[src/rtl/change_dispenser.sv]
// change_dispenser: returns change one coin at a time, largest denomination
// first (5, 2, 1). Each coin is handshaked with the return mechanism. Empty
// tubes are skipped. Completion is reported with done and failure with fault.
module change_dispenser #(
  parameter int ACK_TIMEOUT = 1000,
  parameter int GAP_CYCLES  = 50
) (
  input  logic       clk,
  input  logic       rst,
  input  logic       start,
  input  logic [7:0] amount,
  input  logic [2:0] tube_empty,
  input  logic       eject_ack,
  output logic       eject_req,
  output logic [1:0] eject_denom,
  output logic       busy,
  output logic       done,
  output logic       fault,
  output logic [7:0] remaining,
  output logic [3:0] coins_out
);

  // One shared timer covers both the ack wait and the settle gap.
  localparam int MAX_COUNT = (ACK_TIMEOUT > GAP_CYCLES) ? ACK_TIMEOUT : GAP_CYCLES;
  localparam int TW        = $clog2(MAX_COUNT + 1);
  localparam logic [TW-1:0] ACK_LAST  = TW'(ACK_TIMEOUT - 1);
  localparam logic [TW-1:0] GAP_LAST  = TW'(GAP_CYCLES - 1);
  localparam logic [TW-1:0] TIMER_ONE = TW'(1);

  // Coin codes as they appear on eject_denom.
  localparam logic [1:0] CODE_NONE = 2'd0;
  localparam logic [1:0] CODE_1    = 2'd1;
  localparam logic [1:0] CODE_2    = 2'd2;
  localparam logic [1:0] CODE_5    = 2'd3;

  typedef enum logic [2:0] {
    IDLE,
    SELECT,
    EJECT,
    GAP,
    FAULT
  } state_t;

  state_t          state_reg;
  logic [TW-1:0]   timer_reg;
  logic            eject_req_reg;
  logic [1:0]      eject_denom_reg;
  logic            busy_reg;
  logic            done_reg;
  logic            fault_reg;
  logic [7:0]      remaining_reg;
  logic [3:0]      coins_out_reg;

  logic [1:0]      pick_code;
  logic [7:0]      coin_value;

  // Choose the largest coin that fits the owed amount and whose tube is stocked.
  always_comb begin
    pick_code = CODE_NONE;
    if (remaining_reg >= 8'd5 && !tube_empty[2]) begin
      pick_code = CODE_5;
    end else if (remaining_reg >= 8'd2 && !tube_empty[1]) begin
      pick_code = CODE_2;
    end else if (remaining_reg >= 8'd1 && !tube_empty[0]) begin
      pick_code = CODE_1;
    end
  end

  // Credit value of the coin currently being ejected.
  always_comb begin
    coin_value = 8'd0;
    case (eject_denom_reg)
      CODE_5:  coin_value = 8'd5;
      CODE_2:  coin_value = 8'd2;
      CODE_1:  coin_value = 8'd1;
      default: coin_value = 8'd0;
    endcase
  end

  // Dispense sequencer with all outputs registered.
  always_ff @(posedge clk or negedge rst) begin
    if (!rst) begin
      state_reg       <= IDLE;
      timer_reg       <= '0;
      eject_req_reg   <= 1'b0;
      eject_denom_reg <= CODE_NONE;
      busy_reg        <= 1'b0;
      done_reg        <= 1'b0;
      fault_reg       <= 1'b0;
      remaining_reg   <= 8'd0;
      coins_out_reg   <= 4'd0;
    end else begin
      done_reg <= 1'b0;
      case (state_reg)
        IDLE, FAULT: begin
          if (start) begin
            remaining_reg <= amount;
            coins_out_reg <= 4'd0;
            fault_reg     <= 1'b0;
            busy_reg      <= 1'b1;
            timer_reg     <= '0;
            state_reg     <= SELECT;
          end
        end

        SELECT: begin
          if (remaining_reg == 8'd0) begin
            done_reg  <= 1'b1;
            busy_reg  <= 1'b0;
            state_reg <= IDLE;
          end else if (pick_code != CODE_NONE) begin
            eject_req_reg   <= 1'b1;
            eject_denom_reg <= pick_code;
            timer_reg       <= '0;
            state_reg       <= EJECT;
          end else begin
            // No stocked tube can cover what is owed; remaining keeps the shortfall.
            fault_reg <= 1'b1;
            busy_reg  <= 1'b0;
            state_reg <= FAULT;
          end
        end

        EJECT: begin
          if (eject_ack) begin
            // An ack in the final timeout cycle still counts as delivered.
            eject_req_reg   <= 1'b0;
            eject_denom_reg <= CODE_NONE;
            remaining_reg   <= remaining_reg - coin_value;
            if (coins_out_reg != 4'd15) begin
              coins_out_reg <= coins_out_reg + 4'd1;
            end
            timer_reg <= '0;
            state_reg <= GAP;
          end else if (timer_reg == ACK_LAST) begin
            eject_req_reg   <= 1'b0;
            eject_denom_reg <= CODE_NONE;
            fault_reg       <= 1'b1;
            busy_reg        <= 1'b0;
            timer_reg       <= '0;
            state_reg       <= FAULT;
          end else begin
            timer_reg <= timer_reg + TIMER_ONE;
          end
        end

        GAP: begin
          if (timer_reg == GAP_LAST) begin
            timer_reg <= '0;
            state_reg <= SELECT;
          end else begin
            timer_reg <= timer_reg + TIMER_ONE;
          end
        end

        default: begin
          state_reg <= IDLE;
        end
      endcase
    end
  end

  assign eject_req   = eject_req_reg;
  assign eject_denom = eject_denom_reg;
  assign busy        = busy_reg;
  assign done        = done_reg;
  assign fault       = fault_reg;
  assign remaining   = remaining_reg;
  assign coins_out   = coins_out_reg;

endmodule
[config.mk]
export PLATFORM = sky130hd
export DESIGN_NAME = change_dispenser
export DESIGN_NICKNAME = d
export VERILOG_FILES = /design/src/rtl/change_dispenser.sv
export SDC_FILE = /design/constraint.sdc
export NUM_CORES = 1
export LEC_CHECK = 0
export CAP_MARGIN = 20
export CORE_ASPECT_RATIO = 0.7
export CORE_MARGIN = 2
export CORE_UTILIZATION = 40
export DETAILED_ROUTE_END_ITERATION = 7
export GPL_ROUTABILITY_DRIVEN = 0
export SYNTH_ARGS = -nofsm -noshare
export SYNTH_HDL_FRONTEND = slang
export SYNTH_SLANG_ARGS = --single-unit
[constraint.sdc]
create_clock -name clk -period 3.7 [get_ports clk]
set_clock_uncertainty 0.05 [all_clocks]
set_input_delay 0.37 -clock clk [delete_from_list [all_inputs] [get_ports clk]]
set_output_delay 0.37 -clock clk [all_outputs]
set_load 0.01 [all_outputs]
# Word level (Yosys, flattened, before mapping)
# Cells that the tools add are included.
# W data, S select, Z words.
totals:
  regBits: 31
  latchBits: 0
  ramBits: 0
  rom_bits: 0
  in_bits: 15
  mem_count: 0
op_classes:
  n_addsub: 3
  multipliers: 0
  n_div: 0
  order_cmp: 3
  eq_ne: 21
  n_shift: 0
  muxes: 48
  bitwise: 0
  n_reduce_logical: 21
op_table:
  columns: ["cell", "count"]
  rows:
  - ["$mux W10", 6]
  - ["$pmux W10 S4", 1]
  - ["$mux W3", 6]
  - ["$ne A2 B2 Y1 const B", 9]
  - ["$mux W1", 16]
  - ["$mux W8", 2]
  - ["$pmux W8 S2", 1]
  - ["$mux W2", 6]
  - ["$mux W4", 3]
  - ["$pmux W3 S4", 1]
  - ["$reduce_and A4 Y1", 3]
  - ["$add A10 B1 Y10 const B", 1]
  - ["$eq A10 B10 Y1 const B", 1]
  - ["$eq A10 B6 Y1 const B", 1]
  - ["$pmux W3 S3", 1]
  - ["$ge A8 B1 Y1 const B", 1]
  - ["$ge A8 B2 Y1 const B", 1]
  - ["$ge A8 B3 Y1 const B", 1]
  - ["$logic_not A8 Y1", 1]
  - ["$pmux W4 S2", 1]
  - ["$sub A8 B8 Y8", 1]
  - ["$eq A3 B2 Y1 const B", 2]
  - ["$ne A3 B3 Y1 const B", 2]
  - ["$pmux W1 S3", 2]
  - ["other kinds (18)", 26]

# Depth between registers and ports, before layout
# Gate-level depths: netlist of run 1.
logic_depth:
  depth_word: 9
  ltp_mapped: 9

# Worst setup path before layout of run 1
# OpenSTA, ideal clock, no wires.
synth_timing:
  path_type: "reg-to-reg"
  start: "register state_reg[1]"
  end: "register timer_reg[2]"
  setup_time_ps: 124
  arrival_ps: 1751
  required_time_ps: 3526
  path_slack_ps: 1775
  path_stages_with_launch: 8
  path_buffers: 2
  path_cell_list: "dfrtp_1 > buf_2 > or3b_1 > o21ai_0 > nand2_1 > a31o_2 > buf_2 > a211o_2"
synth_between:
  elab_chain_cells: 4
  word_cells_on_any_way: 12
  cone_classes: "eq/ne: 7; mux: 1; reduce/logical: 4"
synth_lines:
  columns: ["element", "line_no", "text"]
  rows:
  - ["start, declared", "44", "state_t state_reg;"]
  - ["start signal, assigned", "83", "state_reg <= IDLE;"]
  - ["start signal, assigned", "102", "state_reg <= SELECT;"]
  - ["start signal, assigned", "110", "state_reg <= IDLE;"]
  - ["$eq A3 B3 Y1 or $logic_not A3 Y1 (tied branches)", "94", "case (state_reg)"]
  - ["$reduce_or A2 Y1", "94", null]
  - ["$reduce_bool A4 Y1 (no source line) or $ne A2 B2 Y1 (tied branches)", null, null]
  - ["$reduce_and A4 Y1 (no source line)", null, null]
  - ["end signal, assigned", "143", "timer_reg <= timer_reg + TIMER_ONE;"]
  - ["end signal, assigned", "152", "timer_reg <= timer_reg + TIMER_ONE;"]
  - ["end, declared", "45", "logic [TW-1:0] timer_reg;"]
# Several ways; a longest one is shown, not always the timed one.
# A chain may end at the register's enable or synchronous reset.

# Worst setup path in the final report of run 1
layout_timing:
  start: "register state_reg[0]"
  end: "register timer_reg[2]"
# Same word-level chain as after synthesis.

==> impl_metrics.toml, run 1 <==
[finish]
diodes = 0
area_growth_pct = 23.9
fillers = 461
layout-drive-gt1-share_pct = 9.09
fin_nets = 275
largest_register_ffs = 10

[die]
start_util_pct = 41.5
io_pins = 33
core-area_um2 = 4760
die_y_um = 62.8
fp.dieW_um = 87.9
row_count = 21
dieArea_um2 = 5520

[critical_path]
path_max_fanout = 16
crit_type = "reg2reg"
cp-end-kind = "flip-flop"
required_ns = 3.82
r2r_slack_ns = 1.40
critPathLaunchType = "flip-flop"
worstPathArrival_ns = 2.42

[logic_synthesis]
synthCells = 220
synth.distinct_cells = 52
postSynthAreaPerCell_um2 = 8.97
synth-seq-area-share_pct = 39.3
syn_nets = 242
ys_ff_latch = 31
synth_enable_flop_cells = 0
dominantRegCellSynth = "dfrtp_1"
netlist_area_um2 = 1970
yosysWarningCount = 0
synthArstFlopShare_pct = 100

[cts]
clkSinkCount = 31
ctsHoldBuffers = 0
cts_made_buffers = 5
cts-root-buf = "clkbuf_8"
clk_latency_ns = 0.28
cts_setup_buffers = 0
cts_tree = "built"
cts_resized = 0
cts-htree-levels = 2
clk_pin_slew_worst_paths_ns = 0.07
clock_path_buffers = 2

[placed_design]
hpwlAfterDp_um = 3450
numPortBuffers = 32

[sta]
holdWs_ns = 0.437
rsz0062_at_grt = "false"
maxSlewHeadroom_pct = 51.5
fmax_mhz = 434
fin_crit_ns = 2.30
slew_violations = 0
hold_viol = 0
worst_pin_slew_ns = 0.722
period_share_pct = 62.2
setup_tns_ns = 0
finalSetupViolCount = 0

[global_route]
grt.overflow.total = 0
antenna_found_initial = 0
grt_pass1_vias = 1613
grt_pass1_wl_um = 7980
grt_start_max_net_pins = 32
grt_use_total_pct = 18.4

[drt]
drt-initial-drc-count = 138
routed-via-count = 1727
ant_nets = 0
drc_errors = 0
routed_wl_um = 4680
vias_per_cell = 5.36
wl_per_cell_um = 14.5
drtPass1Iterations = 4

[pwr]
power.density_nw_per_um2 = 773
vdd_drop_max_mv = 0.279
power.leakage_uw = 0.00108

[outcome]
outcome = "completed"

[worst_hold_path]
worst_hold_path_type = "in2async"

[run]
drv_cap = 0
==> final cells by class <==
type                       instances  area (um2)  area share [%]
multi-input combinational        170        1110            45.6
sequential                        31         776            31.7
timing repair buffer              35         343            14.0
tap                               69        86.3            3.53
clock buffer                       6        82.6            3.38
inverter                          10        37.5            1.54
clock inverter                     1        5.00           0.205
==> synthesized netlist by cell type (all sizes together) (4+ instances only) <==
library cell | number | area (um2)
ha | 6 | 75.1
a211o | 6 | 53.8
inv | 10 | 37.5
nand3 | 6 | 30.0
dfrtp | 31 | 776
o2bb2ai | 4 | 35.0
and3 | 7 | 43.8
nor3 | 10 | 50.1
nand2 | 23 | 86.3
a21oi | 12 | 60.1
a211oi | 4 | 30.0
nor2b | 6 | 37.5
clkbuf | 5 | 18.8
nor2 | 18 | 70.1
nor3b | 7 | 57.6
o21ai | 14 | 70.1
buf | 4 | 26.3
==> power breakdown <==
part	switching [uW]	leakage, uW	internal [uW]
clock network	123	0.0000470	146
registers	176	0.000397	451
logic	535	0.000631	459
==> path summary, 6_finish.rpt <==
kind                         startpoint           end  depth (start not counted)
max                        state_reg[0]  timer_reg[2]                          5
min                                 rst  remaining[6]                          2
max reg2reg                state_reg[0]  timer_reg[2]                          5
min reg2reg                       fault         fault                          2
max in group asynchronous           rst  remaining[7]                          2
min in group clk                  fault         fault                          2
==> metal layers <==
metal  global-route usage [%]  up-vias  wire length (um)
met3                     4.76        2               258
met2                     22.3       48              1730
met1                     31.4      787              2680
met4                     4.04        0                14
met5                        0        -                 0
li1                         -      890                 -
==> kinds of logic after synthesis <==
family	count (synthesis)	synth area share (%)
DFF	31	39.3
and+or+nand+nor	93	25.4
adders and majority gates	7	4.82
xor gates and xnor gates	2	0.888
AOI/OAI and AO/OA	66	24.4
muxes	2	1.08
buffers and inverters	19	4.19
==> per-stage QoR <==
step / power (uW) / instance area, um2 / setup WS, ns / util, % / std cells
final: 1890 / 2440 / 1.40 / 51.4 / 322
after global routing: 2070 / 2440 / 1.22 / 51.4 / 322
after CTS: 1900 / 2440 / 1.40 / 51.4 / 322
after detailed placement: 1620 / 2360 / 1.28 / 49.6 / 315
after global placement: 1620 / 2360 / 1.31 / 49.6 / 315
after floorplan: 1280 / 1970 / 1.77 / - / 220
==> critical path: stages (launching register included) <==
cell,delay [ns]
dfrtp_1,0.58
or3b_1,0.54
nor2_2,0.16
a32oi_4,0.43
nor3b_1,0.11
a211o_2,0.31
==> cells in the final DEF (no fill, tap or decap), types with 5 or more instances in the layout <==
cell,instances
clkdlybuf4s50_1,32
dfrtp_1,31
nand2_1,23
nor2_1,17
o21ai_0,14
a21oi_1,12
inv_1,10
nor3_1,10
and3_1,7
nor3b_1,6
nor2b_1,6
nand3_1,6
ha_1,6
clkbuf_8,6
a211o_1,5
Power figures use the tool's default switching activity.
==> inputs of run 2 (changes only) <==
--- a/config.mk
+++ b/config.mk
@@ -11,6 +11,7 @@
 export CORE_UTILIZATION = 40
 export DETAILED_ROUTE_END_ITERATION = 7
 export GPL_ROUTABILITY_DRIVEN = 0
+export PLACE_DENSITY = 0.65
 export SYNTH_ARGS = -nofsm -noshare
 export SYNTH_HDL_FRONTEND = slang
 export SYNTH_SLANG_ARGS = --single-unit
==> constraint.sdc (replaced) <==
create_clock -name clk -period 1.92 [get_ports clk]
set_clock_uncertainty 0.05 [all_clocks]
set_input_delay 0.192 -clock clk [delete_from_list [all_inputs] [get_ports clk]]
set_output_delay 0.192 -clock clk [all_outputs]
set_load 0.01 [all_outputs]
==> run 2 against run 1 <==
Net effect: sequential power increased by 79%; design area rose by 20%; non-clock buffer count up 50; power increased by 140%; global-route usage rose by 2.1 points; the flow now finishes with violations (setup timing); routed wire length rose by 18%; cell count grew 16%; via count rose by 17%; largest cell class unchanged; count of clock-buffer cells in the layout is 1 higher.
==> impl_metrics.toml, run 2 (synthesis results as in run 1) <==
[critical_path]
reg2reg_depth = 5
required_ns = 2.04
crit_type = "reg2reg"
r2r_end = "timer_reg[6]"
worstPathArrival_ns = 2.13
critPathLaunchType = "flip-flop"
regToRegStartpoint = "timer_reg[2]"
r2r_slack_ns = -0.09
cp-end-kind = "flip-flop"
path_max_fanout = 6

[finish]
layout_commonest_cell = "buf_4"
area_growth_pct = 48.1
largest_register_ffs = 10
final_cells = 373
layout-drive-gt1-share_pct = 29.3
diodes = 0
fin_nets = 325
mostFrequentLayoutCells = "buf_4 (52), clkdlybuf4s50_1 (32), dfrtp_1 (28), nand2_1 (22), nor2_1 (17)"
fin_util_pct = 61.5

[placed_design]
placed_cells = 361
hpwlAfterDp_um = 3880
numPortBuffers = 32

[pwr]
p_total_uw = 4500
power.leakage_uw = 0.00134
power.density_nw_per_um2 = 1540
vdd_drop_max_mv = 0.874

[sta]
holdWs_ns = 0.274
fmax_mhz = 498
rsz0062_at_grt = "true"
worst_pin_slew_ns = 0.734
setup_tns_ns = -0.318
period_share_pct = 105
slew_violations = 0
hold_viol = 0
layout_setup_ws_ns = -0.0867
fin_crit_ns = 2.01
finalSetupViolCount = 6
maxSlewHeadroom_pct = 51.0

[die]
core-area_um2 = 4760
fp.dieW_um = 87.9
io_pins = 33
die_y_um = 62.8
row_count = 21
start_util_pct = 41.5
dieArea_um2 = 5520

[outcome]
outcome = "complete, but fails checks"
violations = "setup timing"

[cts]
cts-root-buf = "clkbuf_8"
cts_tree = "built"
clk_latency_ns = 0.29
clock_path_buffers = 2
cts_made_buffers = 5
cts-htree-levels = 2
clkSinkCount = 31
clk_pin_slew_worst_paths_ns = 0.06

[drt]
drtPass1Iterations = 5
vias_per_cell = 5.43
drc_errors = 0
routed-via-count = 2024
routed_wl_um = 5510
ant_nets = 0
drt-initial-drc-count = 72
wl_per_cell_um = 14.8

[global_route]
grt_start_max_net_pins = 32
grt_pass1_vias = 1880
grt.overflow.total = 0
grt_pass1_wl_um = 8830
antenna_found_initial = 0
grt_use_total_pct = 20.5

[run]
drv_cap = 0

[worst_hold_path]
worst_hold_path_type = "in2async"
run 2: cell types whose count changed in the layout (fill, tap and decap cells not counted), moves of 3 or more:
cell and delta:
dfrtp_1 -3, buf_4 +49, ha_1 -3, dfrtp_2 +3
run 2: power by group:
group / switching [uW] / total, uW / internal (uW)
Clock: 248 / 502 / 254
Sequential: 242 / 1120 / 877
Combinational: 1400 / 2880 / 1480
run 2: how the worst max path moves through the flow:
stage	start	slack, ns	cells past startpoint	endpoint
2_1_floorplan	timer_reg[3]	-0.004	5	timer_reg[6]
3_3_place_gp	tube_empty[1]	-0.22	7	timer_reg[2]
3_5_place_dp	tube_empty[1]	-0.24	7	timer_reg[2]
4_1_cts	timer_reg[1]	-0.07	6	timer_reg[6]
5_1_grt	timer_reg[1]	-0.14	6	timer_reg[6]
6_report	timer_reg[2]	-0.09	5	timer_reg[6]
run 2: cell type report:
cell class	count	area, um2
multi-input combinational	170	1220
fill	421	1830
sequential	31	779
inverter	10	37.5
clock inverter	1	5.00
tap	69	86.3
clock buffer	7	76.3
timing repair buffer	85	722
run 2: routing by layer:
layer / GRT usage [%] / up-vias / share of wire, %
met2: 27.5 / 48 / 43
met1: 32.6 / 981 / 52
met3: 3.70 / 8 / 4.1
met4: 6.92 / 0 / 1.3
li1: - / 987 / -
met5: 0 / - / 0
run 2: worst max-delay path, stage by stage, from the launching register on:
cell	delay, ns
dfrtp_1	0.45
nand4b_1	0.12
or4_4	0.54
a32o_2	0.29
and3_1	0.18
a211o_1	0.26
run 2: timing repair:
| action | in CTS | in global routing |
|---|---|---|
| buffers inserted | 0 | 4 |
| setup endpoints to repair | 6 | 23 |
| pin swaps | 2 | 6 |
| resized for setup | 1 | 24 |
| hold buffers | 0 | 0 |
run 2: per-stage QoR:
| stage | setup slack [ns] | cell area [um2] |
|---|---|---|
| 2_1_floorplan | -0.00430 | 1970 |
| 3_3_place_gp | -0.223 | 2700 |
| 3_5_place_dp | -0.244 | 2700 |
| 4_1_cts | -0.0691 | 2790 |
| 5_1_grt | -0.142 | 2920 |
| 6_report | -0.0867 | 2920 |
==> inputs of run 3 (changes only) <==
==> constraint.sdc (replaced) <==
create_clock -name clk -period 1.92 [get_ports clk]
set_clock_uncertainty 0.05 [all_clocks]
set_input_delay 0.192 -clock clk [delete_from_list [all_inputs] [get_ports clk]]
set_output_delay 0.192 -clock clk [all_outputs]
set_load 0.05 [all_outputs]
==> run 3 against run 2 <==
Net effect: the flow still finishes with violations (setup timing); register-to-register slack worse by 0.02 ns; sequential cell count unchanged; first-iteration DRC count up 130%; design area down 0.43%; clock power up 15%; global-route usage up 0.14 points; critical endpoint is now timer_reg[9].
==> impl_metrics.toml, run 3 (synthesis results as in run 1) <==
[global_route]
grt_use_total_pct = 20.7
grt_pass1_wl_um = 8830
antenna_found_initial = 0
grt_pass1_vias = 1790
grt_start_max_net_pins = 32
grt.overflow.total = 0

[critical_path]
path_max_fanout = 6
r2r_slack_ns = -0.11
r2r_end = "timer_reg[9]"
worstPathArrival_ns = 2.15
reg2reg_depth = 5
cp-end-kind = "flip-flop"
crit_type = "reg2reg"
critPathLaunchType = "flip-flop"
regToRegStartpoint = "timer_reg[3]"
required_ns = 2.04

[sta]
slew_violations = 0
finalSetupViolCount = 12
period_share_pct = 106
fin_crit_ns = 2.03
layout_setup_ws_ns = -0.110
fmax_mhz = 493
hold_viol = 0
rsz0062_at_grt = "true"
worst_pin_slew_ns = 0.510
maxSlewHeadroom_pct = 65.9
setup_tns_ns = -0.869

[cts]
cts-root-buf = "clkbuf_8"
clock_path_buffers = 2
clk_pin_slew_worst_paths_ns = 0.07
cts_made_buffers = 5
clkSinkCount = 31
ctsHoldBuffers = 0
cts_tree = "built"
clk_latency_ns = 0.29
cts-htree-levels = 2

[drt]
drtPass1Iterations = 4
ant_nets = 0
drt-initial-drc-count = 165
wl_per_cell_um = 14.9
routed-via-count = 1992
routed_wl_um = 5420
drc_errors = 0
vias_per_cell = 5.47

[die]
io_pins = 33
dieArea_um2 = 5520
start_util_pct = 41.5
fp.dieW_um = 87.9
row_count = 21
core-area_um2 = 4760
die_y_um = 62.8

[pwr]
power.density_nw_per_um2 = 1710
vdd_drop_max_mv = 0.953
power.leakage_uw = 0.00130
p_total_uw = 4970

[placed_design]
hpwlAfterDp_um = 3920
placed_cells = 350
numPortBuffers = 32

[finish]
largest_register_ffs = 10
area_growth_pct = 47.5
fillers = 402
fin_nets = 316
mostFrequentLayoutCells = "buf_4 (42), clkdlybuf4s50_1 (31), dfrtp_1 (24), nand2_1 (22), nor2_1 (17)"
final_cells = 364
diodes = 0
layout-drive-gt1-share_pct = 32.2
layout_commonest_cell = "buf_4"

[worst_hold_path]
worst_hold_path_type = "in2async"

[run]
drv_cap = 0

[outcome]
outcome = "complete, but fails checks"
violations = "setup timing"
==> run 3: cell types whose count changed in the layout (fill, tap and decap cells not counted), sizes merged <==
cell and change:
clkinv -1, clkbuf +2, clkdlybuf4s50 -1, buf -9
==> run 3: how the worst max path moves through the flow <==
stage | startpoint | endpoint
final | timer_reg[3] | timer_reg[9]
after global routing | timer_reg[3] | timer_reg[2]
after CTS | timer_reg[3] | timer_reg[2]
after detailed placement | start | timer_reg[2]
after global placement | start | timer_reg[2]
after floorplan | eject_denom[0] | remaining[7]
==> run 3: critical path, cell delays in order, from the launching register on <==
cell and delay [ns]:
dfrtp_1 0.39, nand4b_1 0.21, or4_4 0.54, a32o_2 0.29, and3_1 0.19, a211o_1 0.25
==> run 3: cell type report <==
class	count	area [um2]	area share (%)
multi-input cells	170	1240	42.6
well taps	69	86.3	2.97
flip-flops and latches	31	785	27.0
inverters	10	37.5	1.29
clock buffers	8	100	3.44
repair buffers	76	662	22.7
==> run 3: repair_timing <==
item / CTS / global route
endpoints found under the setup margin: 8 / 17
buffers inserted: 1 / 5
resized for setup: 2 / 26
gates cloned: 0 / 0
pin swaps: 2 / 9
==> run 3: per-layer routing <==
layer	vias up	wire (um)	track usage, %
li1	971	-	-
met1	974	2980	34.1
met2	45	2190	25.9
met3	2	222	4.36
met4	0	24	6.73
met5	-	0	0
==> run 3: per-stage QoR <==
step / util [%] / worst slack [ns] / hold WS [ns] / instance area, um2
floorplan: - / -0.0404 / -0.154 / 1990
global placement: 55.7 / -0.124 / 0.418 / 2650
detailed placement: 55.7 / -0.154 / 0.427 / 2650
CTS: 58.1 / -0.0705 / 0.279 / 2760
global route: 61.2 / -0.197 / 0.300 / 2910
finish: 61.2 / -0.110 / 0.263 / 2910
==> run 3: where the power goes <==
group	switching, uW	internal, uW	leakage (uW)
clock	249	327	0.0000515
combinational	1840	1400	0.000855
sequential	263	884	0.000390
